--- src/rtl/dbg_mem_bridge.sv ---
// Host debug port into the MIPS data memory: freezes the pipeline, borrows
// the memory port for one word read or write, then hands it back.
module dbg_mem_bridge #(
  parameter int ADDR_W    = 8,
  parameter int MEM_DEPTH = 64,
  parameter int DATA_W    = 32
) (
  input  logic              clk,
  input  logic              reset,
  input  logic              dbg_req,
  input  logic              dbg_we,
  input  logic [ADDR_W-1:0] dbg_addr,
  input  logic [DATA_W-1:0] dbg_wdata,
  output logic              dbg_ack,
  output logic              dbg_err,
  output logic [DATA_W-1:0] dbg_rdata,
  output logic              cpu_stall,
  input  logic              cpu_mem_busy,
  output logic              mem_sel,
  output logic              mem_en,
  output logic              mem_we,
  output logic [ADDR_W-1:0] mem_addr,
  output logic [DATA_W-1:0] mem_wdata,
  input  logic [DATA_W-1:0] mem_rdata
);

  typedef enum logic [2:0] {IDLE, STALL, ACCESS, RDCAP, DONE, WAITLOW} state_t;

  localparam logic [ADDR_W:0] DEPTH = MEM_DEPTH[ADDR_W:0];

  state_t              state_q, state_d;
  logic                we_q;
  logic [ADDR_W-1:0]   addr_q;
  logic [DATA_W-1:0]   wdata_q;
  logic                in_range;

  logic                ack_d, err_d, stall_d, sel_d, en_d, mwe_d;
  logic [ADDR_W-1:0]   maddr_d;
  logic [DATA_W-1:0]   mwdata_d, rdata_d;
  logic                ack_q, err_q, stall_q, sel_q, en_q, mwe_q;
  logic [ADDR_W-1:0]   maddr_q;
  logic [DATA_W-1:0]   mwdata_q, rdata_q;

  assign in_range = ({1'b0, dbg_addr} < DEPTH);

  always_ff @(posedge clk or negedge reset) begin
    if (!reset) state_q <= IDLE;
    else        state_q <= state_d;
  end

  always_comb begin
    state_d = state_q;
    case (state_q)
      IDLE:    if (dbg_req) state_d = in_range ? STALL : DONE;
      STALL:   if (!cpu_mem_busy) state_d = ACCESS;
      ACCESS:  state_d = we_q ? DONE : RDCAP;
      RDCAP:   state_d = DONE;
      DONE:    state_d = WAITLOW;
      WAITLOW: if (!dbg_req) state_d = IDLE;
      default: state_d = IDLE;
    endcase
  end

  // Outputs are decoded from the next state so each one is a flop that
  // lines up exactly with the state it belongs to.
  always_comb begin
    stall_d  = (state_d == STALL) || (state_d == ACCESS) || (state_d == RDCAP);
    sel_d    = (state_d == ACCESS) || (state_d == RDCAP);
    en_d     = (state_d == ACCESS);
    mwe_d    = en_d && we_q;
    maddr_d  = en_d ? addr_q : '0;
    mwdata_d = mwe_d ? wdata_q : '0;
    ack_d    = (state_d == DONE);
    // The only way to reach DONE straight from IDLE is an out-of-range address.
    err_d    = ack_d && (state_q == IDLE);
    rdata_d  = (state_q == RDCAP) ? mem_rdata : rdata_q;
  end

  always_ff @(posedge clk or negedge reset) begin
    if (!reset) begin
      we_q    <= 1'b0;
      addr_q  <= '0;
      wdata_q <= '0;
    end else if (state_q == IDLE && dbg_req) begin
      we_q    <= dbg_we;
      addr_q  <= dbg_addr;
      wdata_q <= dbg_wdata;
    end
  end

  always_ff @(posedge clk or negedge reset) begin
    if (!reset) begin
      ack_q    <= 1'b0;
      err_q    <= 1'b0;
      stall_q  <= 1'b0;
      sel_q    <= 1'b0;
      en_q     <= 1'b0;
      mwe_q    <= 1'b0;
      maddr_q  <= '0;
      mwdata_q <= '0;
      rdata_q  <= '0;
    end else begin
      ack_q    <= ack_d;
      err_q    <= err_d;
      stall_q  <= stall_d;
      sel_q    <= sel_d;
      en_q     <= en_d;
      mwe_q    <= mwe_d;
      maddr_q  <= maddr_d;
      mwdata_q <= mwdata_d;
      rdata_q  <= rdata_d;
    end
  end

  assign dbg_ack   = ack_q;
  assign dbg_err   = err_q;
  assign dbg_rdata = rdata_q;
  assign cpu_stall = stall_q;
  assign mem_sel   = sel_q;
  assign mem_en    = en_q;
  assign mem_we    = mwe_q;
  assign mem_addr  = maddr_q;
  assign mem_wdata = mwdata_q;

endmodule

--- config.mk ---
export PLATFORM = sky130hd
export DESIGN_NAME = dbg_mem_bridge
export DESIGN_NICKNAME = d
export VERILOG_FILES = /design/src/rtl/dbg_mem_bridge.sv
export SDC_FILE = /design/constraint.sdc
export NUM_CORES = 1
export LEC_CHECK = 0
export CAP_MARGIN = 10
export CORE_AREA = 4 4 131 133
export DETAILED_ROUTE_END_ITERATION = 7
export DIE_AREA = 0 0 135 137
export GPL_ROUTABILITY_DRIVEN = 0
export GPL_TIMING_DRIVEN = 0
export SYNTH_ARGS = -nofsm -noshare
export SYNTH_HDL_FRONTEND = slang
export SYNTH_SLANG_ARGS = --single-unit
--- constraint.sdc ---
create_clock -name clk -period 2.82 [get_ports clk]
set_input_delay 0.705 -clock clk [delete_from_list [all_inputs] [get_ports clk]]
set_output_delay 0.705 -clock clk [all_outputs]
set_load 0.02 [all_outputs]
# Yosys cells after proc, flatten, opt, wreduce, memory -nomap -nowiden
# Index checks and enable logic that the tools add are counted.
[word_totals] romBits=0 regBits=122 ramBits=0 latchBits=0 memories=0 out_inout_bits=78
[op_classes] n_shift=0 bitwise=0 n_eq_ne=9 n_addsub=0 n_mul=0 mux=8 n_reduce_logical=7 div_mod_pow=0 n_lt_le_gt_ge=1
[ops] cell="32-bit 2-to-1 mux" count=1
[ops] cell="3-bit one-hot mux with 6 select lines" count=1
[ops] cell="3-bit 2-to-1 mux" count=5
[ops] cell="3-bit by 2-bit == test with 1-bit output, second input constant" count=4
[ops] cell="3-bit == test, second input constant" count=3
[ops] cell="8-bit by 7-bit < comparator with 1-bit output, second input constant" count=1
[ops] cell="8-bit 2-to-1 mux" count=1
[ops] cell="3-bit by 1-bit == test with 1-bit output, second input constant" count=2
[ops] cell="1-bit logical AND" count=3
[ops] cell="3-bit logical NOT" count=1
[ops] cell="1-bit logical OR" count=3

# Depth between registers and ports, before layout
[depth] ltp_word=7 depth_mapped=5 ltp_nobuf=3

# Least setup slack after synthesis
# Ideal clock, no wire load.
[synth_path] path_type="input to register" startpoint="in dbg_req" endpoint="reg wdata_q[0]" setup_slack_ns=1.066 setup_time_ns=0.125 cell_stages=3 t_arrival_ns=1.630 cell_sequence="nor4b_4 -> buf_6 -> mux2_2"
[synth_via] elab_chain_len=1
[synth_lines] element="from (decl)" line_no="10" source="input logic dbg_req,"
[synth_lines] element="1-bit logical AND" line_no="84" source="end else if (state_q == IDLE && dbg_req) begin"
[synth_lines] element="to (signal assigned)" line_no="87" source="wdata_q <= dbg_wdata;"
[synth_lines] element="to (decl)" line_no="34" source="logic [DATA_W-1:0] wdata_q;"
# Every way passes these cells.
# A chain may end at the register's enable or synchronous reset.

# Worst setup path in the final report
[layout_path] startpoint="in dbg_req" endpoint="reg wdata_q[1]"
# Same word-level chain as after synthesis.

==> metrics.yaml <==
place:
  io_buffers: 154
  place_inst: 653
  dp_hpwl_microns: 7360
floorplanning:
  die_area_sq_um: 18500
  die_h_microns: 137
  initial_utilization: 0.279
  core_area_sq_um: 15800
  ios: 155
  row_count: 46
  die_x_microns: 135
job:
  drv_cap: 0
pwr:
  seq_power_share: 0.372
  intPower_mw: 5.07
  vdd_ir_drop_max_uv: 371
  sw_frac_of_total: 0.295
  power_density_nw_per_um2: 1050
  p_sw_mw: 2.12
  clkPwrFrac: 0.292
  power.share.combinational: 0.336
  leakage_nw: 3.07
synth:
  ys_types: 23
  synth_top_family_by_area: "multiplexers"
  ys_seq_elements: 122
  synthAdderAreaFrac: 0
  netlist_area_sq_um: 4420
  synth_fp_nets: 359
  synth-compound-area-share: 0.0147
  synthSimpleGateAreaFrac: 0.0807
  synth.avg_cell_area_sq_um: 15.7
  synth_xor_area_frac: 0
  synth-seq-area-share: 0.691
  muxShareOfSynthArea: 0.186
  synthCells: 282
  yosys_warnings: 0
clock_tree:
  htreeDepth: 4
  hold_buffers: 0
  clockRootBuffer: "clkbuf_16"
  cts_sinks: 122
  cts_buffers: 17
  tritoncts: "yes"
  cts_buffer_depth: 2
  postCtsSetupBuffers: 0
  clk_pin_slew_ns: 0.05
  cts_resized: 0
  clk_latency_ns: 0.41
setup_path:
  critPathKind: "in2reg"
  crit_path_cell_trace: "clkdlybuf4s50_1 > nor4b_4 > buf_6 > mux2_2"
  cp.buffers_inverters: 2
  worst_setup_path_end_kind: "flip-flop"
  cp_data_arrival_time_ns: 2.51
  required_ns: 3.11
  crit_fanout: 10
  slowest_delay_ns: 0.65
  cp_top_family: "buffers and inverters"
  critPathSlowestCell: "nor4b_4"
  cp-start-kind: "input port"
layout:
  drive_gt1_frac: 0.239
  fill_cells: 1457
  n_antenna_cell: 0
  nNetsFinal: 533
  final_util: 0.432
  final_cells: 685
  mostFrequentLayoutCell: "clkdlybuf4s50_1"
  final_cell_mix: "clkdlybuf4s50_1 (153), dfrtp_1 (122), mux2_2 (70)"
  area_delta_synth_final_pct: 54.7
global_routing:
  overflow: 0
  grt_pass1_vias: 3205
  grt_pass1_wl_microns: 16800
  antenna_found_initial: 0
  grt_use_total: 0.118
  grt_max_degree: 63
detailed_routing:
  wirelength_microns: 10500
  routed_via_density: 4.28
  routed-via-count: 2930
  wl_per_cell_microns: 15.3
  drt_iter0_markers: 104
  drtPass1Iterations: 4
  route.detailed.drc: 0
  ant_nets: 0
sta:
  finalClockSkew_ns: 0.00694
  setup_viol: 0
  hold_violations: 0
  slew_violations: 0
  fmax_mhz: 451
  rsz0062_at_grt: "false"
  slew_headroom: 0.502
  worstMarginPinSlew_ns: 0.744
  fin_crit_sh: 0.786
  fin_crit_ns: 2.22
status:
  status: "complete, no violations"
hold_path:
  min_path_type: "in2async"
sequential cells by signal, indices dropped and copies added (netlist names):
register,cells
cpu_stall,1
mem_wdata,32
we_q,1
mem_we,1
wdata_q,32
mem_en,1
dbg_rdata,32
mem_addr,8
dbg_err,1
state_q,3
mem_sel,1
dbg_ack,1
addr_q,8
final timing paths:
check                           startpoint       endpoint  slack, ns  depth (start not counted)
worst max-delay path               dbg_req     wdata_q[1]       0.60                          4
worst min-delay path                 reset    wdata_q[19]       0.26                          1
worst max register to register  state_q[2]     wdata_q[1]       0.90                          4
worst min register to register   addr_q[6]      addr_q[6]       0.47                          1
max in group asynchronous            reset  dbg_rdata[10]       1.85                          2
min in group clk                 addr_q[6]      addr_q[6]       0.47                          1
worst register-to-register path, stage by stage, from the launching register on:
cell,delay [ns]
dfrtp_1,0.37
buf_2,0.18
nor4b_4,0.65
buf_6,0.25
mux2_2,0.35
final cells by class:
class | count | area (sq um) | area share
flip-flops and latches | 122 | 3050 | 0.447
repair buffers | 155 | 1570 | 0.230
multi-input cells | 140 | 1240 | 0.182
clock buffers | 24 | 482 | 0.0705
well taps | 216 | 270 | 0.0396
plain buffers | 19 | 116 | 0.0170
clock inverters | 8 | 92.6 | 0.0136
inverters | 1 | 3.75 | 0.000549
synth_stat cells, drive strengths merged:
master  number  area [sq um]
a21boi       1          7.51
a21oi        2          10.0
a221oi       1          8.76
a22oi        2          15.0
and2         1          6.26
and3        41           257
buf         11          86.3
clkbuf       8          30.0
dfrtp      122          3050
inv          1          3.75
mux2        73           822
nand2        2          7.51
nand2b       1          6.26
nor2         6          22.5
nor2b        2          12.5
nor3         1          5.00
nor4b        2          32.5
o21ai        3          15.0
o31a         1          8.76
or4          1          7.51
cell families (layout without fill, tap and decap cells):
logic type	after synthesis	in the layout
compound gates	10	10
buf+inv	20	207
flops	122	122
mux	73	73
simple gates	57	57
routing by layer:
layer | GRT usage | share of wire | wire (microns) | vias to the layer above
li1 | - | - | - | 1337
met1 | 0.140 | 0.42 | 4370 | 1444
met2 | 0.182 | 0.46 | 4840 | 129
met3 | 0.0607 | 0.10 | 1070 | 20
met4 | 0.0493 | 0.019 | 200 | 0
met5 | 0 | 0 | 0 | -
power by group through the flow:
stage | clock [mW] | combinational, mW | sequential (mW)
2_1_floorplan | 0 | 0.968 | 3.07
3_5_place_dp | 0 | 2.46 | 2.71
5_1_grt | 2.24 | 2.61 | 2.77
3_3_place_gp | 0 | 2.40 | 2.68
6_report | 2.10 | 2.42 | 2.67
4_1_cts | 2.16 | 2.46 | 2.68
stage by stage:
stage	hold WS (ns)	TNS [ns]	cell area (sq um)	setup WS, ns	power (mW)
3_5_place_dp	0.466	0	6260	0.135	5.17
4_1_cts	0.293	0	6830	0.577	7.31
6_report	0.265	0	6830	0.603	7.19
5_1_grt	0.294	0	6830	0.537	7.62
2_1_floorplan	0.409	0	4420	1.07	4.04
3_3_place_gp	0.462	-443.70	6230	-3.65	5.08
(Power assumes the default switching activity.)
